### src/rtl/inst_sram_like_to_axi.sv
`timescale 1ns/1ps
// ---------------------------------------------------------------------------
// inst_sram_like_to_axi
//
// Purpose:
//   Turns each dual-instruction SRAM-like read request into one AXI4 read
//   burst (INCR, 4 bytes per beat). Normally two beats are fetched, and both
//   words are returned together with inst_data_ok1/inst_data_ok2 in the same
//   cycle. If the second word would fall in the next 4 KB page, only one beat
//   is requested and only inst_data_ok1 is raised. The block is read-only.
//   At most one transaction is outstanding.
//
// Ports:
//   clk, resetn            clock, asynchronous active-low reset
//   inst_req/wr/size/addr  SRAM-like request (wr and size are ignored)
//   inst_addr_ok           request accepted (AR handshake cycle)
//   inst_data_ok1/2        word 1 / word 2 valid (single-cycle pulses)
//   inst_rdata1/2          instruction at inst_addr / inst_addr+4
//   ar*                    AXI read address channel (master side)
//   r*                     AXI read data channel (master side)
//   inst_bus_err           only with INST_AXI_RRESP_CHECK_EN: some beat of
//                          this transaction returned an error response;
//                          valid together with inst_data_ok1
//
// Optional feature macro: INST_AXI_RRESP_CHECK_EN
// ---------------------------------------------------------------------------
module inst_sram_like_to_axi #(
  parameter int ID_W   = 4,
  parameter int AXI_ID = 0
) (
  input  logic            clk,
  input  logic            resetn,
  input  logic            inst_req,
  input  logic            inst_wr,
  input  logic [1:0]      inst_size,
  input  logic [31:0]     inst_addr,
  output logic            inst_addr_ok,
  output logic            inst_data_ok1,
  output logic            inst_data_ok2,
  output logic [31:0]     inst_rdata1,
  output logic [31:0]     inst_rdata2,
  output logic [ID_W-1:0] arid,
  output logic [31:0]     araddr,
  output logic [7:0]      arlen,
  output logic [2:0]      arsize,
  output logic [1:0]      arburst,
  output logic            arvalid,
  input  logic            arready,
  input  logic [ID_W-1:0] rid,
  input  logic [31:0]     rdata,
  input  logic [1:0]      rresp,
  input  logic            rlast,
  input  logic            rvalid,
  output logic            rready
`ifdef INST_AXI_RRESP_CHECK_EN
  ,
  output logic            inst_bus_err
`endif
);

  typedef enum logic [1:0] {
    ST_IDLE = 2'd0,
    ST_AR   = 2'd1,
    ST_R0   = 2'd2,
    ST_R1   = 2'd3
  } state_t;

  state_t      r_state;
  logic [31:0] r_araddr;
  logic        r_single;   // request sits in the last word of a 4 KB page
  logic [31:0] r_beat0;
  logic        r_arvalid;
  logic        r_rready;

  logic w_beat;            // an R beat is accepted this cycle
  logic w_ok_single;       // final (and only) beat of a single-beat read
  logic w_ok_pair;         // second beat of a two-beat read

  // Interface signals this block deliberately does not look at: the
  // instruction side never writes and always asks for words, and beat
  // counting is done by state rather than by rlast/rid.
  logic w_unused_ok;
  assign w_unused_ok = ^{inst_wr, inst_size, rid, rlast, rresp};

  assign w_beat      = rvalid & r_rready;
  assign w_ok_single = w_beat & (r_state == ST_R0) & r_single;
  assign w_ok_pair   = w_beat & (r_state == ST_R1);

  // AR channel
  assign arid    = ID_W'(AXI_ID);
  assign araddr  = r_araddr;
  assign arlen   = r_single ? 8'd0 : 8'd1;
  assign arsize  = 3'b010;
  assign arburst = 2'b01;
  assign arvalid = r_arvalid;
  assign rready  = r_rready;

  // SRAM-like side. addr_ok is the AR handshake itself, so it can never
  // coincide with data_ok (R beats are only accepted in later states).
  assign inst_addr_ok  = r_arvalid & arready;
  assign inst_data_ok1 = w_ok_single | w_ok_pair;
  assign inst_data_ok2 = w_ok_pair;

  // Word 1 comes straight from the bus on a single-beat read, otherwise
  // from the saved first beat. Both words read as zero when idle.
  always_comb begin
    inst_rdata1 = 32'd0;
    inst_rdata2 = 32'd0;
    if (w_ok_single) begin
      inst_rdata1 = rdata;
    end else if (r_state == ST_R1) begin
      inst_rdata1 = r_beat0;
    end
    if (w_ok_pair) begin
      inst_rdata2 = rdata;
    end
  end

  always_ff @(posedge clk or negedge resetn) begin
    if (!resetn) begin
      r_state   <= ST_IDLE;
      r_araddr  <= 32'd0;
      r_single  <= 1'b0;
      r_beat0   <= 32'd0;
      r_arvalid <= 1'b0;
      r_rready  <= 1'b0;
    end else begin
      case (r_state)
        ST_IDLE: begin
          if (inst_req) begin
            r_araddr  <= inst_addr;
            // A 2-beat burst from the page's last word would cross 4 KB.
            r_single  <= (inst_addr[11:2] == 10'h3FF);
            r_arvalid <= 1'b1;
            r_state   <= ST_AR;
          end
        end
        ST_AR: begin
          if (arready) begin
            r_arvalid <= 1'b0;
            r_rready  <= 1'b1;
            r_state   <= ST_R0;
          end
        end
        ST_R0: begin
          if (rvalid) begin
            if (r_single) begin
              r_rready <= 1'b0;
              r_state  <= ST_IDLE;
            end else begin
              r_beat0  <= rdata;
              r_state  <= ST_R1;
            end
          end
        end
        ST_R1: begin
          if (rvalid) begin
            r_rready <= 1'b0;
            r_state  <= ST_IDLE;
          end
        end
        default: begin
          r_state   <= ST_IDLE;
          r_arvalid <= 1'b0;
          r_rready  <= 1'b0;
        end
      endcase
    end
  end

`ifdef INST_AXI_RRESP_CHECK_EN
  // Sticky error for the transaction in flight; the final beat's own
  // response is folded in combinationally so it is reported with data_ok1.
  logic r_err;

  always_ff @(posedge clk or negedge resetn) begin
    if (!resetn) begin
      r_err <= 1'b0;
    end else if (r_state == ST_IDLE) begin
      r_err <= 1'b0;
    end else if (w_beat && rresp[1]) begin
      r_err <= 1'b1;
    end
  end

  assign inst_bus_err = inst_data_ok1 & (r_err | rresp[1]);
`endif

endmodule

### config.mk
export PLATFORM = sky130hd
export DESIGN_NAME = inst_sram_like_to_axi
export DESIGN_NICKNAME = d
export VERILOG_FILES = /design/src/rtl/inst_sram_like_to_axi.sv
export SDC_FILE = /design/constraint.sdc
export NUM_CORES = 1
export LEC_CHECK = 0
export CELL_PAD_IN_SITES_DETAIL_PLACEMENT = 0
export CELL_PAD_IN_SITES_GLOBAL_PLACEMENT = 1
export CORE_ASPECT_RATIO = 1.4
export CORE_MARGIN = 3
export CORE_UTILIZATION = 31
export DETAILED_ROUTE_END_ITERATION = 8
export PLACE_DENSITY_LB_ADDON = 0.1
export SLEW_MARGIN = 20
export SYNTH_ARGS = -nofsm -noshare
export SYNTH_HDL_FRONTEND = slang
export SYNTH_SLANG_ARGS = --single-unit
### constraint.sdc
create_clock -name clk -period 4.65 [get_ports clk]
set_clock_uncertainty 0.15 [all_clocks]
set_input_delay 0.465 -clock clk [delete_from_list [all_inputs] [get_ports clk]]
set_output_delay 0.465 -clock clk [all_outputs]
set_load 0.05 [all_outputs]
==> results list <==
* Cell-by-cell listing of the critical path: and2_4 -> and3_4 -> and2_1 -> clkdlybuf4s50_1
- Highest ir drop seen on vdd: between 0.4 and 0.5 mV
* CTS Buffer Depth: 2
- For this configuration, the core starts out at a cell density of 0.320.
- Of the post-synthesis cell area, the dominant cell type holds 0.491.
- CTS Hold Bufs: 0
- Synthesis-stage register bit count: 69
- Number of top-level pins: between 150 and 200
- Minimum period implied by the final worst setup slack: 3420 ps
- After routing, the total negative slack on setup checks comes to 0 ps.
- After detailed routing, the average wire length per cell comes to 14.9 µm.
- Worst path required time: 4030 ps
- Residual DRC count: 0
- Global routing finished with a remaining overflow of 0.
- Data on the critical path arrives at its endpoint at about 2800 ps.
* Dpl hpwl: between 6000 and 7000 µm
- The number of global-route vias before repair was ~2.7k.
- With fillers left out, the area of the finished cells amounts to 5460 µm².
- Synth Flop Type: dfrtp_1
- In the post-route analysis, the smallest setup slack over all paths is around 1200 ps.
* Setup repair after global routing missed its margin: false
- 0 antenna diodes ended up in the layout.
* Cell at the slowest stage of the critical path: clkdlybuf4s50_1
* DP Area: around 5200 µm²
* Post-synthesis instance area: about 3500 µm²
- GR Util All Layers: 0.142
* Headroom to the max-slew limit: 0.414
* CP startpoint kind: register
- For this block, the routed nets add up to 8520 µm of wire.
* Vias per std cell: 4.61
- For this run, the number of Yosys warnings is 0.
- In the final design database the tool counted between 500 and 600 nets.
- Type of element capturing the critical path: output port
- Crit path max fanout: 34
* Iteration-0 DRC count of the detailed router: 74
* Initial antenna violation count: 0
- Worst hold slack after final layout: between 150 and 200 ps
* Global-route wire length before repair: approximately 14000 µm
* Post-CTS resize count: 0
- In this run, CTS created clock tree buffers numbering 9.
- At the later pin of the worst-skew pair, clock insertion delay measures 330 ps.
- Clock tree synthesis found a total of 69 sinks.
* Number of standard cells after synthesis: approximately 270
- The sequential cells in the finished layout cover a total of approximately 1700 µm².
* Classification of the worst setup path: reg -> out
- Largest net degree at the start of global routing: 70
- Dividing the final minimum period by the clock period gives 0.736.
- Multi-input gate area: around 1500 µm²
* Biggest area contributors in the synthesized netlist: dfrtp_1 49%, mux2_2 16%, a22o_1 8.0%
- Slew of the pin with the lowest slew margin: roughly 900 ps
* Leakage: around 2.3 nW
- The die covers roughly 13000 µm².
- The synthesized netlist contains 26 unique library cells.
- The final count of pins violating max slew was 0.
* Crit path buf inv count: 1
- Number of cell rows: 45
- Total iterations of the first detailed-routing run: 4
- Yosys mapped a number of flops with a built-in enable equal to 0.
- Total setup violations reported at the end of the flow: 0
- In this design, the stage delay of the slowest critical-path cell is ~820 ps.
- In this run the worst hold path is classified as in -> async.
* Vert. Die Dim: around 130 µm
- The congestion estimate from routability-driven global placement came to 0.717.
* Largest delay share family, worst path: simple AND/OR/NAND/NOR gates
- Number of buffers added for setup after CTS: 0
- Pwr per Cell Area: about 790 nW/µm²
- TritonCTS built the clock tree.
* Maximum clock frequency: 292 MHz
- Across the run, the number of max-cap violations was 0.
- Clock slew seen by the registers of the worst setup and hold paths: approximately 50 ps
- Count of buffers inserted at the top-level ports: 170
- The filler cells instantiated in the layout total between 1k and 1.5k.
* Number of antenna-violating nets in the routed design: 0
- The area growth from synthesis to layout is 55.5%.
* Share of synthesized registers carrying an async set or reset: 1.00
- Fraction of final layout cells sized beyond drive strength 1: 0.221
- Chip Width: between 90 and 100 µm
- CTS placed an instance of clkbuf_16 at the clock tree root.
- For this run, the register share of the synthesized area comes to 0.491.
- Syn avg cell area: ~13 µm²
* Core area: between 10000 and 15000 µm²
- Overall power: approximately 4.3 mW
* Area leader, netlist: dfrtp_1
- Routed vias: around 2.6k
- The flow ran to the end, and the final reports show no timing, DRC or antenna violations.
- H-Tree Depth: 3
- Pre-CTS worst setup slack: approximately 1500 ps
- Number of endpoints with negative hold slack in the final report: 0
## layout make-up
class,count,share of cell area
Clock buffer,13,0.0495
Clock inverter,1,0.00550
Inverter,4,0.00275
Multi-Input combinational cell,169,0.278
Sequential cell,69,0.316
Tap cell,141,0.0323
Timing Repair Buffer,174,0.316
## metal layers
metal | track usage | vias to the layer above | routed length, µm | share of wire
li1 | - | 1222 | - | -
met1 | 0.166 | 1281 | 3300 | 0.39
met2 | 0.223 | 119 | 4090 | 0.48
met3 | 0.0702 | 10 | 1010 | 0.12
met4 | 0.0522 | 0 | 119 | 0.014
met5 | 0 | - | 0 | 0
## worst register-to-register path: stages (launching register included)
cell and delay (ps):
dfrtp_1 520, nor2b_4 210, and2_4 480, mux2_2 420
## cells by family (layout without fill, tap and decap cells)
group                  count (synthesis)  in the layout  share of synthesized area
AOI/OAI and AO/OA                     39             39                     0.0897
other                                  2             16                    0.00214
DFF                                   69             69                      0.491
and+or+nand+nor                       48             48                     0.0979
buffers and inverters                 41            192                     0.0912
muxes                                 66             66                      0.228
## worst paths after layout
check | from | slack [ps] | end | cells after the start
worst min register to register | araddr[4] | 340 | araddr[4] | 1
min in group clk | araddr[4] | 340 | araddr[4] | 1
worst min-delay path | resetn | 190 | r_beat0[6] | 2
max in group asynchronous | resetn | 3590 | araddr[29] | 2
worst max-delay path | r_state[0] | 1230 | inst_rdata2[23] | 4
worst max register to register | r_state[1] | 2760 | r_beat0[23] | 3
## placed cells by master, fill, tap and decap left out, types with 2 or more instances in the layout
master,instances
clkbuf_16,9
mux2_2,50
o21ai_0,4
nor2_1,2
and2_4,11
mux2_1,3
nand4_1,2
a21oi_1,3
buf_4,4
nand2_1,2
and2_1,24
clkdlybuf4s50_1,169
clkbuf_8,3
dfrtp_1,69
a22o_1,32
mux2_4,12
inv_1,4
conb_1,16
## report_power, final
group	leakage, nW	internal [mW]	switching (mW)
logic	1.29	1.02	1.56
clock network	0.148	0.453	0.237
registers	0.816	0.905	0.172
total	2.26	2.37	1.97
## Yosys cell counts, types with 2 or more instances
cell       n
a21oi_1    3
a22o_1    32
and2_1    24
and2_4    11
buf_4     22
buf_6     11
clkbuf_1   3
conb_1     2
dfrtp_1   69
inv_1      4
mux2_1     3
mux2_2    50
mux2_4    12
nand2_1    2
nand4_1    2
nor2_1     2
o21ai_0    4
## flip-flops by register name (all words and copies together), names as in the netlist
| register | flops |
|---|---|
| araddr | 32 |
| r_beat0 | 32 |
| r_state | 2 |
| arvalid | 1 |
| r_single | 1 |
| rready | 1 |
## stage by stage
| stage | utilization | instances |
|---|---|---|
| after global routing | 0.498 | 571 |
| final | 0.498 | 571 |
| after detailed placement | 0.470 | 557 |
| after CTS | 0.498 | 571 |
| after floorplan | - | 279 |
| after global placement | 0.470 | 557 |
Power figures use the tool's default switching activity.
